**src/rtl/rv_multicycle_ctrl_if.sv**
```systemverilog
// Control bundle between the RV32I IR decode/datapath and the multi-cycle
// sequencer: instruction fields and memory handshake in, enables and selects out.
interface rv_multicycle_ctrl_if #(
  parameter int ALU_OP_W = 4
);
  logic [6:0]          opcode;
  logic [2:0]          funct3;
  logic [6:0]          funct7;
  logic                zero;
  logic                mem_ready;

  logic [ALU_OP_W-1:0] alu_op;
  logic                rs2_imm_s;
  logic [1:0]          w_data_s;
  logic [1:0]          pc_src;
  logic                pc_write;
  logic                ir_write;
  logic                reg_write;
  logic                mem_read;
  logic                mem_write;
  logic                retire;
  logic [1:0]          trap_cause;
  logic [3:0]          state;

  // The sequencer is the master: it consumes decode/handshake and drives the datapath.
  modport master (
    input  opcode, funct3, funct7, zero, mem_ready,
    output alu_op, rs2_imm_s, w_data_s, pc_src, pc_write, ir_write,
           reg_write, mem_read, mem_write, retire, trap_cause, state
  );

  modport slave (
    output opcode, funct3, funct7, zero, mem_ready,
    input  alu_op, rs2_imm_s, w_data_s, pc_src, pc_write, ir_write,
           reg_write, mem_read, mem_write, retire, trap_cause, state
  );
endinterface

```
**src/rtl/rv_multicycle_ctrl.sv**
```systemverilog
// Multi-cycle control FSM for the RV32I teaching core: R/I/LUI/LW/SW/BEQ/BNE/JAL,
// ready-handshaked memory with an optional wait timeout, and a sticky trap state.
module rv_multicycle_ctrl #(
  parameter int ALU_OP_W    = 4,
  parameter int MEM_TIMEOUT = 16
) (
  input  logic                 clk,
  input  logic                 rst,
  rv_multicycle_ctrl_if.master bus
);

  localparam logic [3:0] S_IDLE     = 4'd0;
  localparam logic [3:0] S_FETCH    = 4'd1;
  localparam logic [3:0] S_DECODE   = 4'd2;
  localparam logic [3:0] S_EXEC_R   = 4'd3;
  localparam logic [3:0] S_WB_ALU   = 4'd4;
  localparam logic [3:0] S_EXEC_I   = 4'd5;
  localparam logic [3:0] S_LUI      = 4'd6;
  localparam logic [3:0] S_MEM_ADDR = 4'd7;
  localparam logic [3:0] S_MEM_RD   = 4'd8;
  localparam logic [3:0] S_MEM_WB   = 4'd9;
  localparam logic [3:0] S_MEM_WR   = 4'd10;
  localparam logic [3:0] S_BRANCH   = 4'd11;
  localparam logic [3:0] S_JAL      = 4'd12;
  localparam logic [3:0] S_TRAP     = 4'd13;

  localparam logic [1:0] TRAP_NONE    = 2'b00;
  localparam logic [1:0] TRAP_ILLEGAL = 2'b01;
  localparam logic [1:0] TRAP_TIMEOUT = 2'b10;

  // A zero MEM_TIMEOUT still needs a 1-bit counter so the logic elaborates.
  localparam int              CNT_W    = (MEM_TIMEOUT > 0) ? $clog2(MEM_TIMEOUT + 1) : 1;
  localparam logic [CNT_W-1:0] CNT_LAST = (MEM_TIMEOUT > 0) ? CNT_W'(MEM_TIMEOUT - 1) : '0;
  localparam logic            TO_EN    = (MEM_TIMEOUT > 0);

  logic [3:0]          r_state;
  logic [CNT_W-1:0]    r_wait_cnt;
  logic [1:0]          r_trap_cause;

  logic [3:0]          w_next;
  logic [1:0]          w_trap_set;
  logic                w_wait_state;
  logic                w_timeout;
  logic                w_is_mem;
  logic                w_is_branch;

  logic [ALU_OP_W-1:0] w_alu_op;
  logic                w_rs2_imm_s;
  logic [1:0]          w_data_s;
  logic [1:0]          w_pc_src;
  logic                w_pc_write;
  logic                w_ir_write;
  logic                w_reg_write;
  logic                w_mem_read;
  logic                w_mem_write;
  logic                w_retire;

  assign w_wait_state = (r_state == S_FETCH) || (r_state == S_MEM_RD) || (r_state == S_MEM_WR);
  // mem_ready in the final allowed cycle completes the access instead of trapping.
  assign w_timeout    = TO_EN && w_wait_state && !bus.mem_ready && (r_wait_cnt == CNT_LAST);
  assign w_is_mem     = ((bus.opcode == 7'b0000011) || (bus.opcode == 7'b0100011)) &&
                        (bus.funct3 == 3'b010);
  assign w_is_branch  = (bus.opcode == 7'b1100011) &&
                        ((bus.funct3 == 3'b000) || (bus.funct3 == 3'b001));

  always_comb begin
    w_next     = r_state;
    w_trap_set = TRAP_NONE;
    case (r_state)
      S_IDLE:   w_next = S_FETCH;
      S_FETCH: begin
        if (w_timeout) begin
          w_next     = S_TRAP;
          w_trap_set = TRAP_TIMEOUT;
        end else if (bus.mem_ready) begin
          w_next = S_DECODE;
        end
      end
      S_DECODE: begin
        if (bus.opcode == 7'b0110011)      w_next = S_EXEC_R;
        else if (bus.opcode == 7'b0010011) w_next = S_EXEC_I;
        else if (bus.opcode == 7'b0110111) w_next = S_LUI;
        else if (w_is_mem)                 w_next = S_MEM_ADDR;
        else if (w_is_branch)              w_next = S_BRANCH;
        else if (bus.opcode == 7'b1101111) w_next = S_JAL;
        else begin
          w_next     = S_TRAP;
          w_trap_set = TRAP_ILLEGAL;
        end
      end
      S_EXEC_R, S_EXEC_I: w_next = S_WB_ALU;
      S_WB_ALU, S_LUI, S_MEM_WB, S_BRANCH, S_JAL: w_next = S_FETCH;
      S_MEM_ADDR: w_next = bus.opcode[5] ? S_MEM_WR : S_MEM_RD;
      S_MEM_RD: begin
        if (w_timeout) begin
          w_next     = S_TRAP;
          w_trap_set = TRAP_TIMEOUT;
        end else if (bus.mem_ready) begin
          w_next = S_MEM_WB;
        end
      end
      S_MEM_WR: begin
        if (w_timeout) begin
          w_next     = S_TRAP;
          w_trap_set = TRAP_TIMEOUT;
        end else if (bus.mem_ready) begin
          w_next = S_FETCH;
        end
      end
      S_TRAP:   w_next = S_TRAP;
      default:  w_next = S_IDLE;
    endcase
  end

  // The wait counter restarts whenever the state changes, so every wait state starts at 0.
  always_ff @(posedge clk) begin
    if (rst) begin
      r_state      <= S_IDLE;
      r_wait_cnt   <= '0;
      r_trap_cause <= TRAP_NONE;
    end else begin
      r_state <= w_next;
      if (w_next != r_state)
        r_wait_cnt <= '0;
      else if (w_wait_state && !bus.mem_ready)
        r_wait_cnt <= r_wait_cnt + CNT_W'(1);
      if ((r_trap_cause == TRAP_NONE) && (w_trap_set != TRAP_NONE))
        r_trap_cause <= w_trap_set;
    end
  end

  always_comb begin
    w_alu_op    = '0;
    w_rs2_imm_s = 1'b0;
    w_data_s    = 2'b00;
    w_pc_src    = 2'b00;
    w_pc_write  = 1'b0;
    w_ir_write  = 1'b0;
    w_reg_write = 1'b0;
    w_mem_read  = 1'b0;
    w_mem_write = 1'b0;
    w_retire    = 1'b0;
    case (r_state)
      S_FETCH: begin
        w_mem_read = 1'b1;
        w_ir_write = bus.mem_ready;
        w_pc_write = bus.mem_ready;
      end
      S_EXEC_R: w_alu_op[3:0] = {bus.funct7[5], bus.funct3};
      S_EXEC_I: begin
        w_rs2_imm_s   = 1'b1;
        w_alu_op[3:0] = (bus.funct3 == 3'b101) ? {bus.funct7[5], bus.funct3} : {1'b0, bus.funct3};
      end
      S_WB_ALU: begin
        w_reg_write = 1'b1;
        w_retire    = 1'b1;
      end
      S_LUI: begin
        w_reg_write = 1'b1;
        w_data_s    = 2'b01;
        w_retire    = 1'b1;
      end
      S_MEM_ADDR: w_rs2_imm_s = 1'b1;
      S_MEM_RD:   w_mem_read  = 1'b1;
      S_MEM_WB: begin
        w_reg_write = 1'b1;
        w_data_s    = 2'b10;
        w_retire    = 1'b1;
      end
      S_MEM_WR: begin
        w_mem_write = 1'b1;
        w_retire    = bus.mem_ready;
      end
      S_BRANCH: begin
        w_alu_op[3:0] = 4'b1000;
        w_pc_src      = 2'b01;
        w_pc_write    = ((bus.funct3 == 3'b000) && bus.zero) ||
                        ((bus.funct3 == 3'b001) && !bus.zero);
        w_retire      = 1'b1;
      end
      S_JAL: begin
        w_reg_write = 1'b1;
        w_data_s    = 2'b11;
        w_pc_write  = 1'b1;
        w_pc_src    = 2'b10;
        w_retire    = 1'b1;
      end
      default: ;
    endcase
  end

  assign bus.alu_op     = w_alu_op;
  assign bus.rs2_imm_s  = w_rs2_imm_s;
  assign bus.w_data_s   = w_data_s;
  assign bus.pc_src     = w_pc_src;
  assign bus.pc_write   = w_pc_write;
  assign bus.ir_write   = w_ir_write;
  assign bus.reg_write  = w_reg_write;
  assign bus.mem_read   = w_mem_read;
  assign bus.mem_write  = w_mem_write;
  assign bus.retire     = w_retire;
  assign bus.trap_cause = r_trap_cause;
  assign bus.state      = r_state;

endmodule

```
**src/flat_wrapper.sv**
```systemverilog
// flat-port wrapper written by rule: the top's interface ports become plain ports
module rv_multicycle_ctrl_flat 
#(
  parameter int ALU_OP_W    = 4,
  parameter int MEM_TIMEOUT = 16
)
  (clk, rst, bus_opcode, bus_funct3, bus_funct7, bus_zero, bus_mem_ready, bus_alu_op, bus_rs2_imm_s, bus_w_data_s, bus_pc_src, bus_pc_write, bus_ir_write, bus_reg_write, bus_mem_read, bus_mem_write, bus_retire, bus_trap_cause, bus_state);
  rv_multicycle_ctrl_if #(.ALU_OP_W(ALU_OP_W)) bus_i ();
  input  logic clk;
  input  logic rst;
  input wire logic [$bits(bus_i.opcode)-1:0] bus_opcode;
  input wire logic [$bits(bus_i.funct3)-1:0] bus_funct3;
  input wire logic [$bits(bus_i.funct7)-1:0] bus_funct7;
  input wire logic [$bits(bus_i.zero)-1:0] bus_zero;
  input wire logic [$bits(bus_i.mem_ready)-1:0] bus_mem_ready;
  output wire logic [$bits(bus_i.alu_op)-1:0] bus_alu_op;
  output wire logic [$bits(bus_i.rs2_imm_s)-1:0] bus_rs2_imm_s;
  output wire logic [$bits(bus_i.w_data_s)-1:0] bus_w_data_s;
  output wire logic [$bits(bus_i.pc_src)-1:0] bus_pc_src;
  output wire logic [$bits(bus_i.pc_write)-1:0] bus_pc_write;
  output wire logic [$bits(bus_i.ir_write)-1:0] bus_ir_write;
  output wire logic [$bits(bus_i.reg_write)-1:0] bus_reg_write;
  output wire logic [$bits(bus_i.mem_read)-1:0] bus_mem_read;
  output wire logic [$bits(bus_i.mem_write)-1:0] bus_mem_write;
  output wire logic [$bits(bus_i.retire)-1:0] bus_retire;
  output wire logic [$bits(bus_i.trap_cause)-1:0] bus_trap_cause;
  output wire logic [$bits(bus_i.state)-1:0] bus_state;
  assign bus_i.opcode = bus_opcode;
  assign bus_i.funct3 = bus_funct3;
  assign bus_i.funct7 = bus_funct7;
  assign bus_i.zero = bus_zero;
  assign bus_i.mem_ready = bus_mem_ready;
  assign bus_alu_op = bus_i.alu_op;
  assign bus_rs2_imm_s = bus_i.rs2_imm_s;
  assign bus_w_data_s = bus_i.w_data_s;
  assign bus_pc_src = bus_i.pc_src;
  assign bus_pc_write = bus_i.pc_write;
  assign bus_ir_write = bus_i.ir_write;
  assign bus_reg_write = bus_i.reg_write;
  assign bus_mem_read = bus_i.mem_read;
  assign bus_mem_write = bus_i.mem_write;
  assign bus_retire = bus_i.retire;
  assign bus_trap_cause = bus_i.trap_cause;
  assign bus_state = bus_i.state;
  rv_multicycle_ctrl #(.ALU_OP_W(ALU_OP_W), .MEM_TIMEOUT(MEM_TIMEOUT)) u_core (.clk(clk), .rst(rst), .bus(bus_i));
endmodule
```
**config.mk**
```make
export PLATFORM = sky130hd
export DESIGN_NAME = rv_multicycle_ctrl_flat
export DESIGN_NICKNAME = d
export VERILOG_FILES = /design/src/rtl/rv_multicycle_ctrl_if.sv /design/src/rtl/rv_multicycle_ctrl.sv /design/src/flat_wrapper.sv
export SDC_FILE = /design/constraint.sdc
export NUM_CORES = 1
export LEC_CHECK = 0
export BUFFER_PORTS_ARGS = -buffer_cell sky130_fd_sc_hd__buf_2
export CORE_ASPECT_RATIO = 1.25
export CORE_MARGIN = 10
export CORE_UTILIZATION = 44
export DETAILED_ROUTE_END_ITERATION = 12
export PLACE_DENSITY = 0.77
export SYNTH_ARGS = -nofsm -noshare
export SYNTH_HDL_FRONTEND = slang
export SYNTH_SLANG_ARGS = --single-unit
export TNS_END_PERCENT = 5
```
**constraint.sdc**
```tcl
create_clock -name clk -period 1.9 [get_ports clk]
set_input_delay 0.19 -clock clk [delete_from_list [all_inputs] [get_ports clk]]
set_output_delay 0.19 -clock clk [all_outputs]
set_load 0.02 [all_outputs]
```
# Yosys cells after proc, flatten, opt, wreduce, memory -nomap -nowiden
# Cells that the tools add are included.
# classes
add_sub_neg,1
n_eq_ne,25
muxes,33
n_reduce_logical,26
# ops
operator,n
4-bit 2-to-1 mux,12
4-bit one-hot mux with 8 select lines,1
"4-bit equality test, second input constant",6
"7-bit by 6-bit equality test with 1-bit output, second input constant",3
"4-bit by 3-bit equality test with 1-bit output, second input constant",4
"7-bit equality test, second input constant",2
2-bit 2-to-1 mux,7
4-bit one-hot mux with 3 select lines,1
"4-bit by 2-bit equality test with 1-bit output, second input constant",2
2-bit one-hot mux with 2 select lines,2
2-bit OR reduction,4
"7-bit by 2-bit equality test with 1-bit output, second input constant",1
"7-bit by 5-bit equality test with 1-bit output, second input constant",1
1-bit logical AND,7
1-bit 2-to-1 mux,7
2-bit one-hot mux with 3 select lines,1
6-bit OR reduction,1
"5-bit by 1-bit adder with 5-bit output, second input constant",1
"5-bit by 4-bit equality test with 1-bit output, second input constant",1
1-bit logical OR,5
5-bit OR reduction,1
"4-bit by 1-bit equality test with 1-bit output, second input constant",1
4-bit logical NOT,1
4-bit inequality test,1
11 further kinds,12
# word_totals
ff_bits,11
in_bits,21

# Depth between registers and ports, before layout
# logic_depth
ltp_word,11
ltp_mapped,8
depth_no_buf,8

# Least setup slack after synthesis
# OpenSTA, ideal clock, no wires.
# synth_timing
path_type,flip-flop to output port
startpoint,register u_core.r_state[2] (netlist: u_core.bus.state[2])
endpoint,output port bus_pc_write
t_arrival_ns,1.868
t_required_ns,1.710
path_slack_ns,-0.158
stages_incl_launch_ff,6
n_path_buf,2
cell_sequence,dfxtp_1 -> buf_6 -> clkbuf_1 -> nor4b_1 -> a21oi_1 -> o21ai_1
# synth_via
elab_chain_cells,2
word_cells_on_any_way,4
# synth_lines
item,line_no,rtl
start: declaration,rv_multicycle_ctrl.sv:36,logic [3:0] r_state;
start signal: assignment,rv_multicycle_ctrl.sv:122,r_state <= w_next;
4-bit equality test / 4-bit by 1-bit equality test with 1-bit output (equally long branches),rv_multicycle_ctrl.sv:143,case (r_state)
1-bit one-hot mux with 3 select lines (*),rv_multicycle_ctrl.sv:143,
end: declaration,flat_wrapper.sv:20,output wire logic [$bits(bus_i.pc_write)-1:0] bus_pc_write;
# Mark *: on every way between the ends. The rest lies on a longest branch, timed or not.

# Final worst setup path
# layout_timing
startpoint,register u_core.r_wait_cnt[0]
endpoint,register u_core.r_wait_cnt[1]
# layout_via
elab_chain_cells,6
word_cells_on_any_way,9
# layout_lines
item,line_no,rtl
start: declaration,rv_multicycle_ctrl.sv:37,logic [CNT_W-1:0] r_wait_cnt;
start signal: assignment,rv_multicycle_ctrl.sv:126,r_wait_cnt <= r_wait_cnt + CNT_W'(1);
5-bit by 4-bit equality test with 1-bit output,rv_multicycle_ctrl.sv:60,assign w_timeout = TO_EN && w_wait_state && !bus.mem_ready && (r_wait_cnt == CNT_LAST);
1-bit logical AND,rv_multicycle_ctrl.sv:60,
"4-bit 2-to-1 mux, on equally long branches","rv_multicycle_ctrl.sv:103, rv_multicycle_ctrl.sv:72, rv_multicycle_ctrl.sv:95",
4-bit one-hot mux with 8 select lines,rv_multicycle_ctrl.sv:69,case (r_state)
4-bit inequality test,rv_multicycle_ctrl.sv:123,if (w_next != r_state)
2-bit OR reduction (no source line),--,
# Several ways; a longest one is shown, not always the timed one.
# A chain may end at the register's enable or synchronous reset.

==> results.py <==
metrics = {
    "global_routing": {
        "grt_pass1_vias": 1223,
        "track_usage_pct": 13.6,
        "overflow": 0,
        "grt_antenna_before_repair": 0,
        "grt_max_degree": 15,
        "grt_first_pass_wirelength_mm": 5.47,
    },
    "floorplanning": {
        "die_area_um2": 4830,
        "die-height_um": 75.2,
        "core.rowCount": 19,
        "die-width_um": 64.2,
        "ios": 42,
        "core-area_um2": 2260,
        "start_util_pct": 47.5,
    },
    "clock_tree": {
        "post_cts_buffers": 0,
        "path_clk_slew_ns": 0.07,
        "root_buffer": "clkbuf_4",
        "clockBufferDepth": 2,
        "htree_levels": 1,
        "cts.sinks": 11,
        "insertion_delay_ns": 0.27,
        "numCtsBuffers": 3,
        "ctsHoldBuffers": 0,
        "cts_tree": "done",
    },
    "worst_setup_path": {
        "worstPathMaxFanout": 5,
        "crit_arrival_ns": 2.05,
        "start_kind": "register",
        "reg2reg_slack_ns": 0.02,
        "reg2reg_depth": 8,
        "critical_path_required_ns": 2.07,
        "endpoint_kind": "register",
        "crit_type": "reg -> reg",
    },
    "detailed_routing": {
        "vias": 1229,
        "dr.pass1.iters": 5,
        "wl_per_cell_um": 15.2,
        "remaining_drc_errors": 0,
        "detail_route.iter0.violations": 52,
        "vias_per_cell": 5.69,
        "wirelength_mm": 3.28,
        "ant_nets": 0,
    },
    "yosys": {
        "netlist_top_cells_count": "nor2_1 (19), a21oi_1 (12), dfxtp_1 (11), nand2_1 (11), nand2b_1 (8)",
        "synth_edf_count": 0,
        "synth-seq-cells": 11,
        "ys_types": 49,
        "syn_area_um2": 1070,
        "yosysMostFrequentCell": "nor2_1",
        "synth_top_area_share_pct": 20.5,
        "async_reset_ff_share_pct": 0,
        "yosysTopAreaCell": "dfxtp_1",
        "synthCells": 142,
        "yosys-top-cells-area": "dfxtp_1 (21%), nor4b_2 (7.0%), nor2_1 (6.6%), a21oi_1 (5.6%), nand2b_1 (4.7%)",
        "syn-num-nets": 165,
        "ys_seq_area_share_pct": 20.5,
        "ys_warn_count": 0,
        "synth_flop_cell": "dfxtp_1",
        "syn_avg_cell_area_um2": 7.56,
    },
    "power": {
        "p_total_mw": 0.688,
        "vdd.ir_drop.worst_v": 0.000462,
        "p_leak_nw": 0.581,
        "cellPowerDensity_nw_per_um2": 486,
    },
    "min_path": {
        "whs_path_depth": 2,
        "hold_path_class": "in -> reg",
    },
    "final_layout": {
        "antenna_cells": 0,
        "nets": 209,
        "layout-area-overhead-vs-synth_pct": 31.7,
        "final_design_area_no_fill_um2": 1410,
        "drive_above_1_share_pct": 38.4,
    },
    "placed_design": {
        "hpwlAfterDp_mm": 2.68,
        "place.gp.congestion": 0.978,
        "place_area_um2": 1330,
        "port_buffers": 35,
    },
    "timing": {
        "timing.final.crit_share_pct": 99.1,
        "final-hold-violation-count": 0,
        "slew_headroom_pct": 67.0,
        "worst_pin_slew_ns": 0.492,
        "drv_slew": 0,
        "setup_viol": 0,
        "clock.fmax_ghz": 0.531,
        "min_period_ns": 1.88,
        "skew_ns": 0.00512,
        "rsz0062_at_grt": "true",
    },
    "run": {
        "drv_cap": 0,
    },
    "status": {
        "status": "finished, final reports clean",
    },
}
stage by stage:
step                utilization, %  TNS [ns]  setup slack (ns)  cells  hold WS (ns)
finish                        62.6         0            0.0170    216         0.184
floorplan                        -         0             0.113    142         0.259
detailed placement            59.1    -0.244           -0.0958    212         0.477
CTS                           60.7         0           0.00117    216         0.185
global placement              59.1         0            0.0197    212         0.473
global route                  62.6    -0.605            -0.126    216         0.195
cell families (layout without fill, tap and decap cells):
logic type	Yosys count	in the layout	synth area share, %
AND/OR/NAND/NOR	74	74	43.7
AO/OA/AOI/OAI	41	41	25.3
flip-flops	11	11	20.5
buffers and inverters	9	52	3.96
XOR/XNOR	4	4	3.26
adder cells (fa/ha/maj)	2	2	2.33
multiplexers	1	1	0.932
flip-flops by register name, indices dropped and copies added (netlist names):
register / count
u_core.bus.state: 4
u_core.bus.trap_cause: 2
u_core.r_wait_cnt: 5
layer usage:
layer | GRT usage, % | vias up | wire [µm]
met4 | 5.24 | 0 | 31
li1 | - | 607 | -
met3 | 3.86 | 4 | 210
met1 | 13.4 | 584 | 1290
met5 | 0 | - | 0
met2 | 26.4 | 34 | 1750
power breakdown:
part / switching [mW] / leakage, nW / internal [mW]
Sequential: 0.0152 / 0.0907 / 0.239
Combinational: 0.165 / 0.475 / 0.110
Clock: 0.0771 / 0.0150 / 0.0812
Total: 0.257 / 0.581 / 0.430
final timing paths:
check                                                           start                                     to
worst max-delay path                u_core.r_wait_cnt[0]$_SDFFE_PP0P_      u_core.r_wait_cnt[1]$_SDFFE_PP0P_
worst min-delay path                                              rst         u_core.bus.state[2]$_SDFF_PP0_
worst max register to register      u_core.r_wait_cnt[0]$_SDFFE_PP0P_      u_core.r_wait_cnt[1]$_SDFFE_PP0P_
worst min register to register  u_core.bus.trap_cause[0]$_SDFFE_PP0P_  u_core.bus.trap_cause[0]$_SDFFE_PP0P_
cell usage in the layout, fill, tap and decap left out, drive strengths merged, types with 2 or more instances in the layout:
cell / netlist / layout
o21ai: 12 / 12
nand2: 11 / 11
and2: 5 / 5
nand2b: 9 / 9
nor4b: 6 / 6
and3: 3 / 3
clkbuf: 3 / 4
a31oi: 3 / 3
nor3: 4 / 4
nor3b: 4 / 4
nor2: 19 / 19
xnor2: 4 / 4
buf: 2 / 44
nor2b: 3 / 3
inv: 4 / 4
ha: 2 / 2
nand3: 3 / 3
a21oi: 13 / 13
dfxtp: 11 / 11
worst max-delay path: stages (launching register included):
cell and delay, ns:
dfxtp_2 0.33, ha_1 0.20, and3_1 0.19, ha_2 0.20, nor2_1 0.15, nand2_1 0.10
a21oi_2 0.20, o21ai_4 0.13, nor4b_4 0.29
cell type report:
type	instances	area, µm²
multi-input combinational	122	867
fill	215	845
timing repair buffer	44	243
sequential	11	224
tap	31	38.8
clock buffer	4	26.3
inverter	4	15.0
repair_timing:
| item | 4_1_cts | 5_1_grt |
|---|---|---|
| setup endpoints to repair | 5 | 13 |
| resized for setup | 3 | 9 |
| hold endpoints to repair | 0 | 0 |
| pin swaps | 5 | 3 |
Note: power is estimated with default switching activity, not from simulation.
